`src/rtl/rtc_bus_sequencer.sv`:
```
// Bus sequencer for the external RTC chip: turns controller command levels into
// fixed sequences of multiplexed address/data read or write cycles.
module rtc_bus_sequencer #(
  parameter int unsigned T_PHASE = 4,       // cycles per bus phase, 2..15
  parameter logic [7:0]  REG_CTL = 8'h02,   // control/status register
  parameter logic [7:0]  REG_SEG = 8'h21    // seconds; minutes and hours follow
) (
  input  logic       CLK,
  input  logic       reset,
  input  logic       iniciar,
  input  logic       whileT,
  input  logic       CrontUs,
  input  logic [7:0] usr_seg,
  input  logic [7:0] usr_min,
  input  logic [7:0] usr_hora,
  input  logic [7:0] ad_in,
  output logic [7:0] ad_out,
  output logic       ad_oe,
  output logic       AD_sel,
  output logic       CS_n,
  output logic       RD_n,
  output logic       WR_n,
  output logic       finint,
  output logic       finwt,
  output logic       finct,
  output logic [7:0] seg,
  output logic [7:0] min,
  output logic [7:0] hora,
  output logic       busy
);

  localparam logic [3:0] PhaseLast = 4'(T_PHASE - 1);

  typedef enum logic [2:0] {StIdle, StAddr, StGap1, StData, StGap2, StDone} state_e;
  typedef enum logic [1:0] {ModeInit, ModeRead, ModeWrite} mode_e;

  state_e     state_q;
  mode_e      mode_q;
  logic [1:0] idx_q;
  logic [3:0] cnt_q;

  logic       ini_q, wt_q, ct_q;
  logic       ini_rise, wt_rise, ct_rise;

  logic [7:0] useg_q, umin_q, uhora_q;
  logic [7:0] sh0_q, sh1_q, sh2_q;

  logic [7:0] ad_out_q;
  logic       ad_oe_q, ad_sel_q, cs_n_q, rd_n_q, wr_n_q;
  logic       finint_q, finwt_q, finct_q, busy_q;
  logic [7:0] seg_q, min_q, hora_q;

  logic       cnt_last;

  assign ini_rise = iniciar & ~ini_q;
  assign wt_rise  = whileT & ~wt_q;
  assign ct_rise  = CrontUs & ~ct_q;
  assign cnt_last = (cnt_q == PhaseLast);

  // Address of entry i within the sequence of mode m.
  function automatic logic [7:0] entry_addr(input mode_e m, input logic [1:0] i);
    if (m == ModeInit) begin
      return REG_CTL;
    end
    return REG_SEG + {6'b0, i};
  endfunction

  // Write data of entry i; user values come from the copy taken at acceptance.
  function automatic logic [7:0] entry_data(input mode_e m, input logic [1:0] i);
    logic [7:0] d;
    d = 8'h00;
    if (m == ModeInit) begin
      d = (i == 2'd0) ? 8'h10 : 8'h00;
    end else if (m == ModeWrite) begin
      case (i)
        2'd0:    d = useg_q;
        2'd1:    d = umin_q;
        default: d = uhora_q;
      endcase
    end
    return d;
  endfunction

  function automatic logic [1:0] last_idx(input mode_e m);
    return (m == ModeInit) ? 2'd1 : 2'd2;
  endfunction

  // Previous command levels for rising-edge detection.
  always_ff @(posedge CLK) begin
    if (!reset) begin
      ini_q <= 1'b0;
      wt_q  <= 1'b0;
      ct_q  <= 1'b0;
    end else begin
      ini_q <= iniciar;
      wt_q  <= whileT;
      ct_q  <= CrontUs;
    end
  end

  // Sequencer FSM; every bus output is registered alongside the state it belongs to.
  always_ff @(posedge CLK) begin
    if (!reset) begin
      state_q  <= StIdle;
      mode_q   <= ModeInit;
      idx_q    <= 2'd0;
      cnt_q    <= 4'd0;
      useg_q   <= 8'h00;
      umin_q   <= 8'h00;
      uhora_q  <= 8'h00;
      sh0_q    <= 8'h00;
      sh1_q    <= 8'h00;
      sh2_q    <= 8'h00;
      ad_out_q <= 8'h00;
      ad_oe_q  <= 1'b0;
      ad_sel_q <= 1'b0;
      cs_n_q   <= 1'b1;
      rd_n_q   <= 1'b1;
      wr_n_q   <= 1'b1;
      finint_q <= 1'b0;
      finwt_q  <= 1'b0;
      finct_q  <= 1'b0;
      busy_q   <= 1'b0;
      seg_q    <= 8'h00;
      min_q    <= 8'h00;
      hora_q   <= 8'h00;
    end else begin
      finint_q <= 1'b0;
      finwt_q  <= 1'b0;
      finct_q  <= 1'b0;
      case (state_q)
        StIdle: begin
          busy_q <= 1'b0;
          if (ini_rise || ct_rise || wt_rise) begin
            state_q  <= StAddr;
            cnt_q    <= 4'd0;
            idx_q    <= 2'd0;
            busy_q   <= 1'b1;
            cs_n_q   <= 1'b0;
            wr_n_q   <= 1'b0;
            rd_n_q   <= 1'b1;
            ad_sel_q <= 1'b0;
            ad_oe_q  <= 1'b1;
            // Priority: init, then user write, then periodic read.
            if (ini_rise) begin
              mode_q   <= ModeInit;
              ad_out_q <= entry_addr(ModeInit, 2'd0);
            end else if (ct_rise) begin
              mode_q   <= ModeWrite;
              useg_q   <= usr_seg;
              umin_q   <= usr_min;
              uhora_q  <= usr_hora;
              ad_out_q <= entry_addr(ModeWrite, 2'd0);
            end else begin
              mode_q   <= ModeRead;
              ad_out_q <= entry_addr(ModeRead, 2'd0);
            end
          end
        end
        StAddr: begin
          if (cnt_last) begin
            state_q <= StGap1;
            cnt_q   <= 4'd0;
            cs_n_q  <= 1'b1;
            rd_n_q  <= 1'b1;
            wr_n_q  <= 1'b1;
            ad_oe_q <= 1'b0;
          end else begin
            cnt_q <= cnt_q + 4'd1;
          end
        end
        StGap1: begin
          if (cnt_last) begin
            state_q  <= StData;
            cnt_q    <= 4'd0;
            cs_n_q   <= 1'b0;
            ad_sel_q <= 1'b1;
            if (mode_q == ModeRead) begin
              rd_n_q  <= 1'b0;
              ad_oe_q <= 1'b0;
            end else begin
              wr_n_q   <= 1'b0;
              ad_oe_q  <= 1'b1;
              ad_out_q <= entry_data(mode_q, idx_q);
            end
          end else begin
            cnt_q <= cnt_q + 4'd1;
          end
        end
        StData: begin
          if (cnt_last) begin
            state_q <= StGap2;
            cnt_q   <= 4'd0;
            cs_n_q  <= 1'b1;
            rd_n_q  <= 1'b1;
            wr_n_q  <= 1'b1;
            ad_oe_q <= 1'b0;
            // Read data is taken on the last cycle the strobe is low.
            if (mode_q == ModeRead) begin
              case (idx_q)
                2'd0:    sh0_q <= ad_in;
                2'd1:    sh1_q <= ad_in;
                default: sh2_q <= ad_in;
              endcase
            end
          end else begin
            cnt_q <= cnt_q + 4'd1;
          end
        end
        StGap2: begin
          if (cnt_last) begin
            cnt_q <= 4'd0;
            if (idx_q == last_idx(mode_q)) begin
              state_q <= StDone;
              case (mode_q)
                ModeInit:  finint_q <= 1'b1;
                ModeWrite: finct_q  <= 1'b1;
                default: begin
                  // Publish all three together so the display never sees a mix.
                  finwt_q <= 1'b1;
                  seg_q   <= sh0_q;
                  min_q   <= sh1_q;
                  hora_q  <= sh2_q;
                end
              endcase
            end else begin
              state_q  <= StAddr;
              idx_q    <= idx_q + 2'd1;
              cs_n_q   <= 1'b0;
              wr_n_q   <= 1'b0;
              ad_sel_q <= 1'b0;
              ad_oe_q  <= 1'b1;
              ad_out_q <= entry_addr(mode_q, idx_q + 2'd1);
            end
          end else begin
            cnt_q <= cnt_q + 4'd1;
          end
        end
        StDone: begin
          state_q <= StIdle;
          busy_q  <= 1'b0;
        end
        default: begin
          state_q <= StIdle;
          busy_q  <= 1'b0;
        end
      endcase
    end
  end

  assign ad_out = ad_out_q;
  assign ad_oe  = ad_oe_q;
  assign AD_sel = ad_sel_q;
  assign CS_n   = cs_n_q;
  assign RD_n   = rd_n_q;
  assign WR_n   = wr_n_q;
  assign finint = finint_q;
  assign finwt  = finwt_q;
  assign finct  = finct_q;
  assign seg    = seg_q;
  assign min    = min_q;
  assign hora   = hora_q;
  assign busy   = busy_q;

endmodule

```
`config.mk`:
```
export PLATFORM = sky130hd
export DESIGN_NAME = rtc_bus_sequencer
export DESIGN_NICKNAME = d
export VERILOG_FILES = /design/src/rtl/rtc_bus_sequencer.sv
export SDC_FILE = /design/constraint.sdc
export NUM_CORES = 1
export LEC_CHECK = 0
export ABC_AREA = 1
export BUFFER_PORTS_ARGS = -buffer_cell sky130_fd_sc_hd__buf_2
export CAP_MARGIN = 15
export CORE_MARGIN = 2
export CORE_UTILIZATION = 51
export CTS_CLUSTER_DIAMETER = 50
export DETAILED_ROUTE_END_ITERATION = 8
export GPL_TIMING_DRIVEN = 0
export PLACE_DENSITY = 0.74
export SYNTH_ARGS = -nofsm -noshare
export SYNTH_HDL_FRONTEND = slang
export SYNTH_SLANG_ARGS = --single-unit
```
`constraint.sdc`:
```
create_clock -name CLK -period 2.7 [get_ports CLK]
set_clock_uncertainty 0.2 [all_clocks]
set_input_delay 0.135 -clock CLK [delete_from_list [all_inputs] [get_ports CLK]]
set_output_delay 0.135 -clock CLK [all_outputs]
set_load 0.05 [all_outputs]
```
==> results summary, run 1 <==
The flow ran to the end, and the final reports show no timing, DRC or antenna violations. The final non-filler cell total is between 800 and 900. The endpoint required time on the critical path came out at around 2800 ps. TritonCTS built the clock tree.

The total congestion overflow after global routing came out at 0. The region available for standard cell placement spans just over 8000 um2. The sink count of the clock tree came out at 103. The clock latency on the worst-skew pair came out at 370 ps. Including well taps, the total number of placed cells is roughly 760. The routed design has roughly 11000 um of wire.

STA classifies the critical path startpoint as a flop. The first global-routing pass estimated 18100 um of wire. The family with the most delay on the worst path is buffers and inverters. The number of ports placed on the die boundary is 78.

The total internal power is 2550 uW. The synthesis warning total came out at 0. In the global route stage, overall resource usage came out at 25.7%. The final-layout fill cell count came out at 731. The height of the die is ~95 um. Counting distinct cell types in the post-synthesis netlist gives 27. The final instance area is 5350 um2. The synthesis-stage register bit count came out at between 100 and 150.

The part of the total power dissipated in combinational logic is a little under two fifths. The share of synthesized area in the top cell type comes to between 40% and 50%. The net count of the finished layout came out at approximately 750. The timing-limited maximum frequency is approximately 0.39 GHz.

The max-slew violation total from the final report is 0. The critical path runs through a total of 8 cells. By area the synthesized netlist is led by dfxtp_1, nor2_1, nand2_1.

The sort of element at the end of the critical path is a flop. The routed via count divided by cell count came out at 5.24. Registers are responsible for 41.1% of the overall power.

The buffers plus inverters on the worst setup path is 5. Walking the worst path, the cells encountered are inv_1, ha_1, clkbuf_1, inv_1, nor3_4, buf_4, a21oi_1, dlygate4sd3_1. The first routing iteration left about 240 violations. Summing every instance area after synthesis gives 4260 um2.

The setup violation total in the final timing report is 0. The overall die area came out at slightly above 9000 um2. At the end of the flow the core is filled with cells to ~65%. The via count of the first global-routing pass is 3973. The half-perimeter wire length of the detailed placement result is 7670 um. The synthesized design spends more area on one cell type than any other, namely dfxtp_1.

The max-capacitance violation count is 0. Along the worst hold path, the cell count comes to 3. The horizontal die dimension came out at between 90 and 100 um. The delay of the slowest cell on the worst path is 550 ps. For the pin with the worst max-slew slack, the measured transition is between 500 and 600 ps.

The headroom to the max-slew limit came out at between 60% and 70%. The library cell contributing the largest single delay on the critical path is dlygate4sd3_1. Summed over all nets, the switching power comes to around 2000 uW. Once the floorplan was initialized, standard cells occupied a little over half of the core. The arrival time at the worst endpoint came out at between 2000 and 3000 ps. Once placement finished, the instance area stood at 4770 um2. Summing over every cut layer, the via total after detailed routing is between 4000 and 5000. The ratio of final minimum period to clock period came out at 95.8%. In this run the power density over the cells is 841 nW/um2.

The share of total power dissipated in the clock network is about a fifth. The maximum level of the CTS H-tree came out at 3. The post-route minimum period is between 2000 and 3000 ps.

The most numerous cell on the critical path is inv_1. Compared with the post-synthesis result, the final layout area differs by 25.6%. The biggest fanout along the worst timing path is 10. For the worst flop-to-flop path, the logic depth is 8. The count of antenna diodes in the layout came out at 0.

The critical path is of the flop to flop type. The worst hold path belongs to the class input pin to flop. The average wire per standard cell is around 14 um. The leakage power of the design is approximately 0.0025 uW.

The mean instance size in the synthesized netlist came out at between 7 and 8 um2. The share of post-route cells with drive strength above 1 is approximately 18%. The pre-antenna-repair detailed-routing pass consisted of 5 iterations. The final setup TNS is 0 ps. The register clock-pin slew on the reported worst setup and hold paths is ~100 ps. The count of input and output buffers came out at 76. The share of total power consumed by net switching is a little over two fifths. The number of nets with antenna violations after detailed routing came out at 0.

For this run, design rule violations remaining after detail routing come to 0. The pin count of the biggest net entering global routing is 19. The synthesized netlist net count is around 620.

Buffers inserted during clock tree synthesis total 9. In the synthesized netlist, the number of instances is 580. The maximum vdd drop is 0.344 mV.

Routability-driven placement finished with a final weighted congestion of approximately 0.88. The count of standard-cell rows came out at 33. CTS placed an instance of clkbuf_8 at the clock tree root. The final hold violation count came out at 0. The portion of the post-synthesis area used by sequential elements came out at between 40% and 50%. The number of antenna violations at the first check in global routing is 0. The number of buffers on the longest clock path came out at 2.
[metrics by stage]
| stage | power [uW] | hold WS (ps) | setup WS, ps |
|---|---|---|---|
| after detailed placement | 3550 | 134 | 310 |
| after global placement | 3510 | 126 | 348 |
| after CTS | 4490 | 76.7 | 26.6 |
| after floorplan | 3150 | 28.5 | 750 |
| final | 4500 | 89.3 | 114 |
| after global routing | 4810 | 123 | -30.8 |
[final timing paths]
path | startpoint | end | slack, ps
setup / recovery | idx_q[0] | sh0_q[7] | 110
hold / removal | reset | sh2_q[0] | 90
setup reg to reg | idx_q[0] | sh0_q[7] | 110
hold reg to reg | WR_n | WR_n | 270
[flip-flops by register name, indices dropped and copies added (netlist names), 2 cells and up]
| signal | count |
|---|---|
| sh0_q | 8 |
| useg_q | 8 |
| umin_q | 8 |
| sh2_q | 8 |
| ad_out | 8 |
| sh1_q | 8 |
| uhora_q | 8 |
| idx_q | 2 |
| mode_q | 2 |
| cnt_q | 4 |
| min | 8 |
| state_q | 3 |
| hora | 8 |
| seg | 8 |
[worst register-to-register path, delay by kind of cell (launching register included)]
kind | cells | cell delay [ps]
flops | 1 | 380
compound gates | 1 | 80
fa+ha+maj | 1 | 150
simple gates | 1 | 220
buf+inv | 5 | 1460
[routing by layer]
| metal | GRT usage [%] | routed length, um | vias up |
|---|---|---|---|
| met2 | 43.2 | 5470 | 146 |
| met4 | 9.05 | 192 | 0 |
| met5 | 0 | 0 | - |
| met3 | 6.40 | 800 | 21 |
| met1 | 32.1 | 4890 | 1967 |
| li1 | - | - | 2146 |
[layout make-up]
class | instances | area, um2 | area share, %
Clock inverter | 7 | 57.6 | 1.08
Multi-Input combinational cell | 413 | 1930 | 36.1
Sequential cell | 103 | 2060 | 38.5
Clock buffer | 9 | 124 | 2.32
Buffer | 25 | 123 | 2.29
Timing Repair Buffer | 116 | 773 | 14.5
Tap cell | 105 | 131 | 2.46
Inverter | 39 | 146 | 2.74
[power groups by stage]
stage | registers, uW | clock network (uW) | logic, uW
2_1_floorplan | 2120 | 0 | 1030
3_3_place_gp | 1870 | 0 | 1640
3_5_place_dp | 1880 | 0 | 1660
4_1_cts | 1850 | 929 | 1720
5_1_grt | 1880 | 997 | 1940
6_report | 1850 | 920 | 1730
[cell families after synthesis]
| kind of cell | after synthesis | synth area share [%] |
|---|---|---|
| buffers and inverters | 64 | 6.32 |
| flip-flops | 103 | 48.4 |
| adder cells (fa/ha/maj) | 5 | 1.47 |
| AO/OA/AOI/OAI | 125 | 14.8 |
| AND/OR/NAND/NOR | 283 | 29.0 |
[cell usage after synthesis, drive strengths merged]
cell	instances
dfxtp	103
a22oi	1
or2	1
ha	5
nand2	104
clkinv	1
nand4	6
clkbuf	17
o211ai	1
o21ai	83
nor2	122
nor3	29
buf	8
nand3	21
inv	38
a21oi	40
[layout by cell type (no fill, tap or decap), types with 3 or more instances in the layout]
| cell | instances |
|---|---|
| dlygate4sd3_1 | 37 |
| buf_2 | 78 |
| nand3_1 | 17 |
| nand4_1 | 6 |
| nand2_2 | 5 |
| nor3_1 | 25 |
| a21oi_1 | 40 |
| nand3_2 | 4 |
| o21ai_1 | 26 |
| buf_4 | 6 |
| nor2_1 | 115 |
| clkbuf_8 | 9 |
| clkbuf_1 | 17 |
| o21ai_0 | 57 |
| dfxtp_1 | 103 |
| inv_2 | 8 |
| inv_1 | 30 |
| nor2_2 | 4 |
| nor2_4 | 3 |
| nand2_1 | 99 |
| ha_1 | 5 |
[timing repair]
| action | in CTS | in global routing |
|---|---|---|
| hold endpoints to repair | 51 | 0 |
| resized for setup | 0 | 1 |
| hold buffers | 37 | 0 |
| setup buffers | 0 | 3 |
| endpoints found under the setup margin | 0 | 1 |
Power figures use the tool's default switching activity.
==> run 2: changes to the inputs <==
CORE_UTILIZATION = 55   (was 51)
PLACE_DENSITY = 0.79   (was 0.74)
==> run 2 against run 1 <==
Net effect: non-clock buffer count fell by 2; final cell count down 0.61%; flip-flop and latch count unchanged; first-iteration DRC count is 78% higher; die area fell by 7.0%; combinational power barely moved; total power increased by 0.59%; critical path type unchanged; largest cell class unchanged; highest routed layer unchanged.
==> results summary, run 2 (synthesized netlist as in run 1, its figures left out) <==
The max-capacitance violation count came out at 0 (unchanged). The setup slack after layout is 159 ps (+45.8 ps). The endpoint required time on the critical path is 2770 ps (about the same). The number of ports placed on the die boundary came out at 78 (unchanged).

The final weighted congestion in routability-driven placement is 0.906 (+2.6%). The height of the die is 92 um (-3.5%). The library cells used most frequently in the layout, excluding fill and tap cells, are nor2_1, dfxtp_1, nand2_1. The run finished with clean final reports. The count of standard-cell rows came out at 32 (-3.0%). The clock latency on the worst-skew pair is 370 ps (about the same). The number of search-and-repair iterations in the first detailed-routing pass is 5 (unchanged). The net count of the finished layout is 747 (-0.27%).

The number of nets with antenna violations after detailed routing came out at 0 (unchanged). The remaining design rule violation count is 0 (unchanged). The average wire per standard cell came out at 13.8 um (-0.82%). The final hold violation count came to 0 (unchanged). The startpoint identified for the worst register-to-register timing path is cnt_q[0]. TritonCTS built the clock tree. The wire length of the first global-routing pass is 18700 um (+3.4%). The worst register-to-register path ends at sh0_q[7]. The total routing usage reported by global routing is 27.7% (+2.0 points). The clock root buffer is clkbuf_8. The number of antenna violations at the first check in global routing is 0 (unchanged). The number of buffers added by the clock tree synthesis step was 9 (unchanged). The library cell used most frequently in the layout, excluding fill and tap cells, is nor2_1. The ratio of final minimum period to clock period came out at 94.1% (-1.7 points).

The slew at the pin closest to its max-slew limit is 530 ps (-61.0 ps). The number of buffers on the longest clock path came out at 2 (unchanged). The maximum level of the CTS H-tree is 3 (unchanged).

STA classifies the critical path endpoint as a flop. The horizontal die dimension came out at 92 um (-3.5%). The count of input and output buffers is 76 (unchanged). The biggest fanout along the worst timing path was 10 (unchanged). The pin count of the biggest net entering global routing came to 19 (unchanged). The total power is 4530 uW (+0.59%).

The sink count of the clock tree came out at 103 (unchanged). Tracing the worst setup path back leads to its startpoint at cnt_q[0]. The first-iteration detailed-routing DRC count came out at 424 (+78%). The count of antenna diodes in the layout came out at 0 (unchanged).

The core outline area is 7610 um2 (-6.9%). In this run the worst setup path terminates at sh0_q[7]. The final hold slack is 27.8 ps (-61.5 ps). In this run the worst hold path is classified as input pin to flop. The post-route minimum period was 2540 ps (-45.8 ps). The setup violation total in the final timing report is 0 (unchanged). The headroom to the max-slew limit is 64.4% (+3.9 points). The relative area change from synthesis to final layout is 25.4%. The maximum vdd drop is 0.437 mV (+27%). The arrival time at the worst endpoint is 2610 ps (-50 ps). The starting density of the core came out at 56.0% (+3.9 points). The total wirelength of the detailed-routed design is 11200 um (-1.4%).

The share of post-route cells with drive strength above 1 is 18.3% (-0.089 points). The register clock-pin slew on the reported worst setup and hold paths came to 100 ps (about the same). The half-perimeter wire length of the detailed placement result was 7540 um (-1.6%).

The max-slew violation total from the final report is 0 (unchanged). The leakage power of the design is 0.00252 uW (about the same). The post-placement cell area is 4770 um2 (about the same).

The depth of the worst register-to-register path came out at 8 (unchanged). The worst slack at placement is 321 ps (+11.5 ps). The category of the critical setup timing path is flop to flop. The power density normalized to cell area is 847 nW/um2 (+0.73%). The overall die area is 8460 um2 (-7.0%). The timing-limited maximum frequency came to 0.394 GHz (+1.8%). The final instance area is 5340 um2 (-0.14%).

The via count of the first global-routing pass was 4089 (+2.9%). The total congestion overflow after global routing came out at 0 (unchanged). The slack of the worst reg-to-reg path came out at 160 ps (+50 ps). STA classifies the critical path startpoint as a flop.

The total vias in the final route was 4316 (+0.84%). The routed via count divided by cell count came out at 5.32 (+1.5%).
[run 2: changes by cell type in the layout (fill, tap and decap cells not counted)]
| cell | change |
|---|---|
| clkbuf_8 | +1 |
| clkbuf_1 | -1 |
| clkinv_4 | -2 |
| buf_4 | -1 |
| inv_8 | +1 |
[run 2: stage by stage]
step	utilization (%)	cells	setup TNS (ps)
after floorplan	-	580	0
after global placement	62.7	758	0
after detailed placement	62.7	758	0
after CTS	70.0	811	0
after global routing	70.2	812	-1.02
final	70.2	812	0
[run 2: final cells by class]
| type | count | area, um2 |
|---|---|---|
| fillers | 645 | 2260 |
| flip-flops and latches | 103 | 2060 |
| multi-input cells | 413 | 1930 |
| repair buffers | 115 | 766 |
| inverters | 39 | 146 |
| clock buffers | 10 | 138 |
| well taps | 102 | 128 |
| plain buffers | 24 | 119 |
| clock inverters | 6 | 51.3 |
[run 2: worst max-delay path, stage by stage, from the launching register on]
cell and delay, ps:
dfxtp_1 400, ha_1 220, nand3_2 160, inv_1 160, nand2_2 140, nor3_4 300
buf_4 210, a21oi_1 80, dlygate4sd3_1 550
[run 2: power breakdown]
part           internal (uW)  total, uW  switching, uW
Combinational            488       1730           1240
Clock                    375        939            563
Sequential              1720       1850            138
[run 2: worst min path at each step]
stage,endpoint,from,cells past startpoint,slack (ps)
3_5_place_dp,ini_q,iniciar,3,140
6_report,sh2_q[0],reset,3,30
5_1_grt,sh2_q[0],reset,3,80
3_3_place_gp,ini_q,iniciar,3,130
4_1_cts,sh2_q[0],reset,3,30
2_1_floorplan,ct_q,CrontUs,2,30
[run 2: routing by layer]
layer  track usage (%)  up-vias  part of all wire, %
li1                  -     2140                    -
met2              45.4      186                   46
met5                 0        -                    0
met4              14.3        0                  3.8
met3              4.19       46                  6.5
met1              35.5     1944                   43
[run 2: timing repair]
item	4_1_cts	5_1_grt
endpoints found under the setup margin	0	2
hold endpoints to repair	51	0
buffers inserted	0	2
hold buffers	37	0
gates resized for setup	0	1
==> run 3: changes to the inputs <==
BUFFER_PORTS_ARGS = not set   (was -buffer_cell sky130_fd_sc_hd__buf_2)
CORE_UTILIZATION = 62   (was 55)
CTS_CLUSTER_SIZE = 14   (was not set)
DONT_BUFFER_PORTS = 1   (was not set)
PLACE_DENSITY = 0.78   (was 0.79)
==> run 3 against run 2 <==
Net effect: die area decreased by 11%; highest routed layer unchanged; largest cell class unchanged; total power is 0.95% lower; final cell count is 12% lower.
==> results summary, run 3 (synthesized netlist as in run 1, its figures left out) <==
The count of antenna diodes in the layout is 0 (unchanged). The flow ran to the end, and the final reports show no timing, DRC or antenna violations. The worst slack at placement came out at 335 ps (+13.9 ps). The total routing usage reported by global routing came to 29.9% (+2.2 points). The largest individual stage delay along the critical path comes from the cell dlygate4sd3_1. The ratio of final minimum period to clock period was 95.6% (+1.5 points). The total wirelength of the detailed-routed design is 10800 um (-3.1%).

The slew at the pin closest to its max-slew limit is 565 ps (+34.7 ps). The most common cell after layout, fill and taps aside is nor2_1. The final instance area is 4950 um2 (-7.3%).

The family with the most delay on the worst path is buffers and inverters. The register clock-pin slew on the reported worst setup and hold paths is 100 ps (about the same). The count of standard-cell rows is 30 (-6.3%). The share of the core filled with cells is 73.7% (+3.5 points). The average wire per standard cell came out at 15.2 um (+10%). The first-iteration detailed-routing DRC count is 318 (-25%).

The number of buffers on the longest clock path is 2 (unchanged). The worst setup path is launched from a flop. The total congestion overflow after global routing came out at 0 (unchanged).

The delay of the slowest cell on the worst path is 560 ps (about the same). The remaining design rule violation count was 0 (unchanged). The arrival time at the worst endpoint is 2630 ps (+20 ps).

The timing-limited maximum frequency came out at 0.388 GHz (-1.5%). The total vias in the final route is 4074 (-5.6%). The starting density of the core is 63.4% (+7.4 points). Compared with the post-synthesis result, the final layout area differs by 16.3%. The final hold violation count came out at 0 (unchanged). The leakage power of the design came out at 0.00218 uW (-14%). The clock latency on the worst-skew pair came out at 360 ps (about the same).

The biggest fanout along the worst timing path came to 10 (unchanged). The sink count of the clock tree is 103 (unchanged). The via count of the first global-routing pass is 3926 (-4.0%). Setup repair after global routing left no endpoint under its margin. The max-slew violation total from the final report is 0 (unchanged). The number of buffers added by the clock tree synthesis step came to 9 (unchanged). The share of post-route cells with drive strength above 1 came out at 8.37% (-9.9 points). The critical path is of the flop to flop type. The max-capacitance violation count came to 0 (unchanged). The tightest min-delay check is of the input pin to flop type. The root buffer cell chosen for the clock tree is clkbuf_8.

The final hold slack is 73.5 ps (+45.7 ps). The number of ports placed on the die boundary is 78 (unchanged). The final-layout fill cell count is 523 (-19%).

The number of search-and-repair iterations in the first detailed-routing pass came out at 7 (+2). The post-placement cell area came out at 4360 um2 (-8.6%). The wire length of the first global-routing pass is 17700 um (-5.2%). The headroom to the max-slew limit came to 62.3% (-2.1 points). The TritonCTS clock tree is done. The top cell types in the final layout, fill and taps aside, are nor2_1, dfxtp_1, nand2_1. The height of the die came to 86.9 um (-5.6%). The buffers plus inverters on the worst setup path came to 3 (unchanged). The horizontal die dimension came out at 86.9 um (-5.6%).

The final weighted congestion in routability-driven placement came out at 0.915 (+1.0%). The number of antenna violations at the first check in global routing came out at 0 (unchanged). The core outline area came out at 6720 um2 (-12%). The number of nets with antenna violations after detailed routing came out at 0 (unchanged). The setup slack after layout is 120 ps (-39.3 ps). The worst setup path is captured at a flop. The routed via count divided by cell count came to 5.71 (+7.5%). Walking the worst path, the cells encountered are ha_1, nand3_2, inv_1, nand2_2, nor3_4, buf_6, a21oi_1, dlygate4sd3_1.

The overall die area came to 7550 um2 (-11%). The post-route minimum period is 2580 ps (+39.3 ps). The count of input and output buffers came out at 0 (-100%).

The endpoint required time on the critical path came out at 2760 ps (about the same). The half-perimeter wire length of the detailed placement result came out at 7220 um (-4.3%). The net count of the finished layout is 670 (-10%). The final setup TNS came out at 0 ps (unchanged). The power density normalized to cell area is 905 nW/um2 (+6.9%). The setup violation total in the final timing report is 0 (unchanged). The pin count of the biggest net entering global routing is 19 (unchanged).

The maximum level of the CTS H-tree came out at 3 (unchanged). The maximum vdd drop came out at 0.441 mV (+1.1%).
-- run 3: changes by cell type in the layout (fill, tap and decap cells not counted) --
cell	previous run	this run
buf_2	78	2
buf_4	5	3
clkinv_4	0	2
buf_6	2	3
bufinv_16	0	1
clkbuf_1	16	15
clkbuf_8	10	9
clkinvlp_4	2	1
dlygate4sd3_1	37	38
inv_8	2	1
-- run 3: final timing paths --
| check | start | to | slack [ps] | cells after the start |
|---|---|---|---|---|
| setup / recovery | cnt_q[0] | sh0_q[2] | 120 | 8 |
| setup reg to reg | cnt_q[0] | sh0_q[2] | 120 | 8 |
| hold / removal | reset | sh2_q[0] | 70 | 3 |
| hold reg to reg | umin_q[7] | umin_q[7] | 260 | 2 |
-- run 3: power breakdown --
group,internal [uW],switching [uW]
combinational,423,936
sequential,1720,409
clock,440,559
-- run 3: worst min-delay path: stages --
cell      delay (ps)
clkbuf_1         260
o21ai_0          160
a21oi_1           50
-- run 3: layer usage --
metal | global-route usage (%) | vias to the layer above | share of wire [%]
li1 | - | 1994 | -
met1 | 36.0 | 1869 | 42
met2 | 52.3 | 176 | 49
met3 | 5.88 | 35 | 6.3
met4 | 11.6 | 0 | 2.7
met5 | 0 | - | 0
-- run 3: repair_timing --
item / in CTS / in global routing
endpoints found under the hold margin: 54 / 0
setup buffers: 0 / 1
endpoints found under the setup margin: 0 / 2
hold buffers: 38 / 0
resized for setup: 0 / 2
-- run 3: layout make-up --
class / instances / area (um2) / share of cell area (%)
buffer: 23 / 119 / 2.40
clock buffer: 9 / 124 / 2.50
clock inverter: 7 / 80.1 / 1.62
inverter: 39 / 146 / 2.96
multi-input combinational: 413 / 1930 / 39.0
sequential: 103 / 2060 / 41.6
tap: 80 / 100 / 2.02
timing repair buffer: 39 / 388 / 7.83
-- run 3: per-stage QoR --
stage / cells / power [uW]
after global routing: 713 / 4770
after detailed placement: 660 / 3450
after CTS: 714 / 4460
final: 713 / 4480
after global placement: 660 / 3420
after floorplan: 580 / 3150
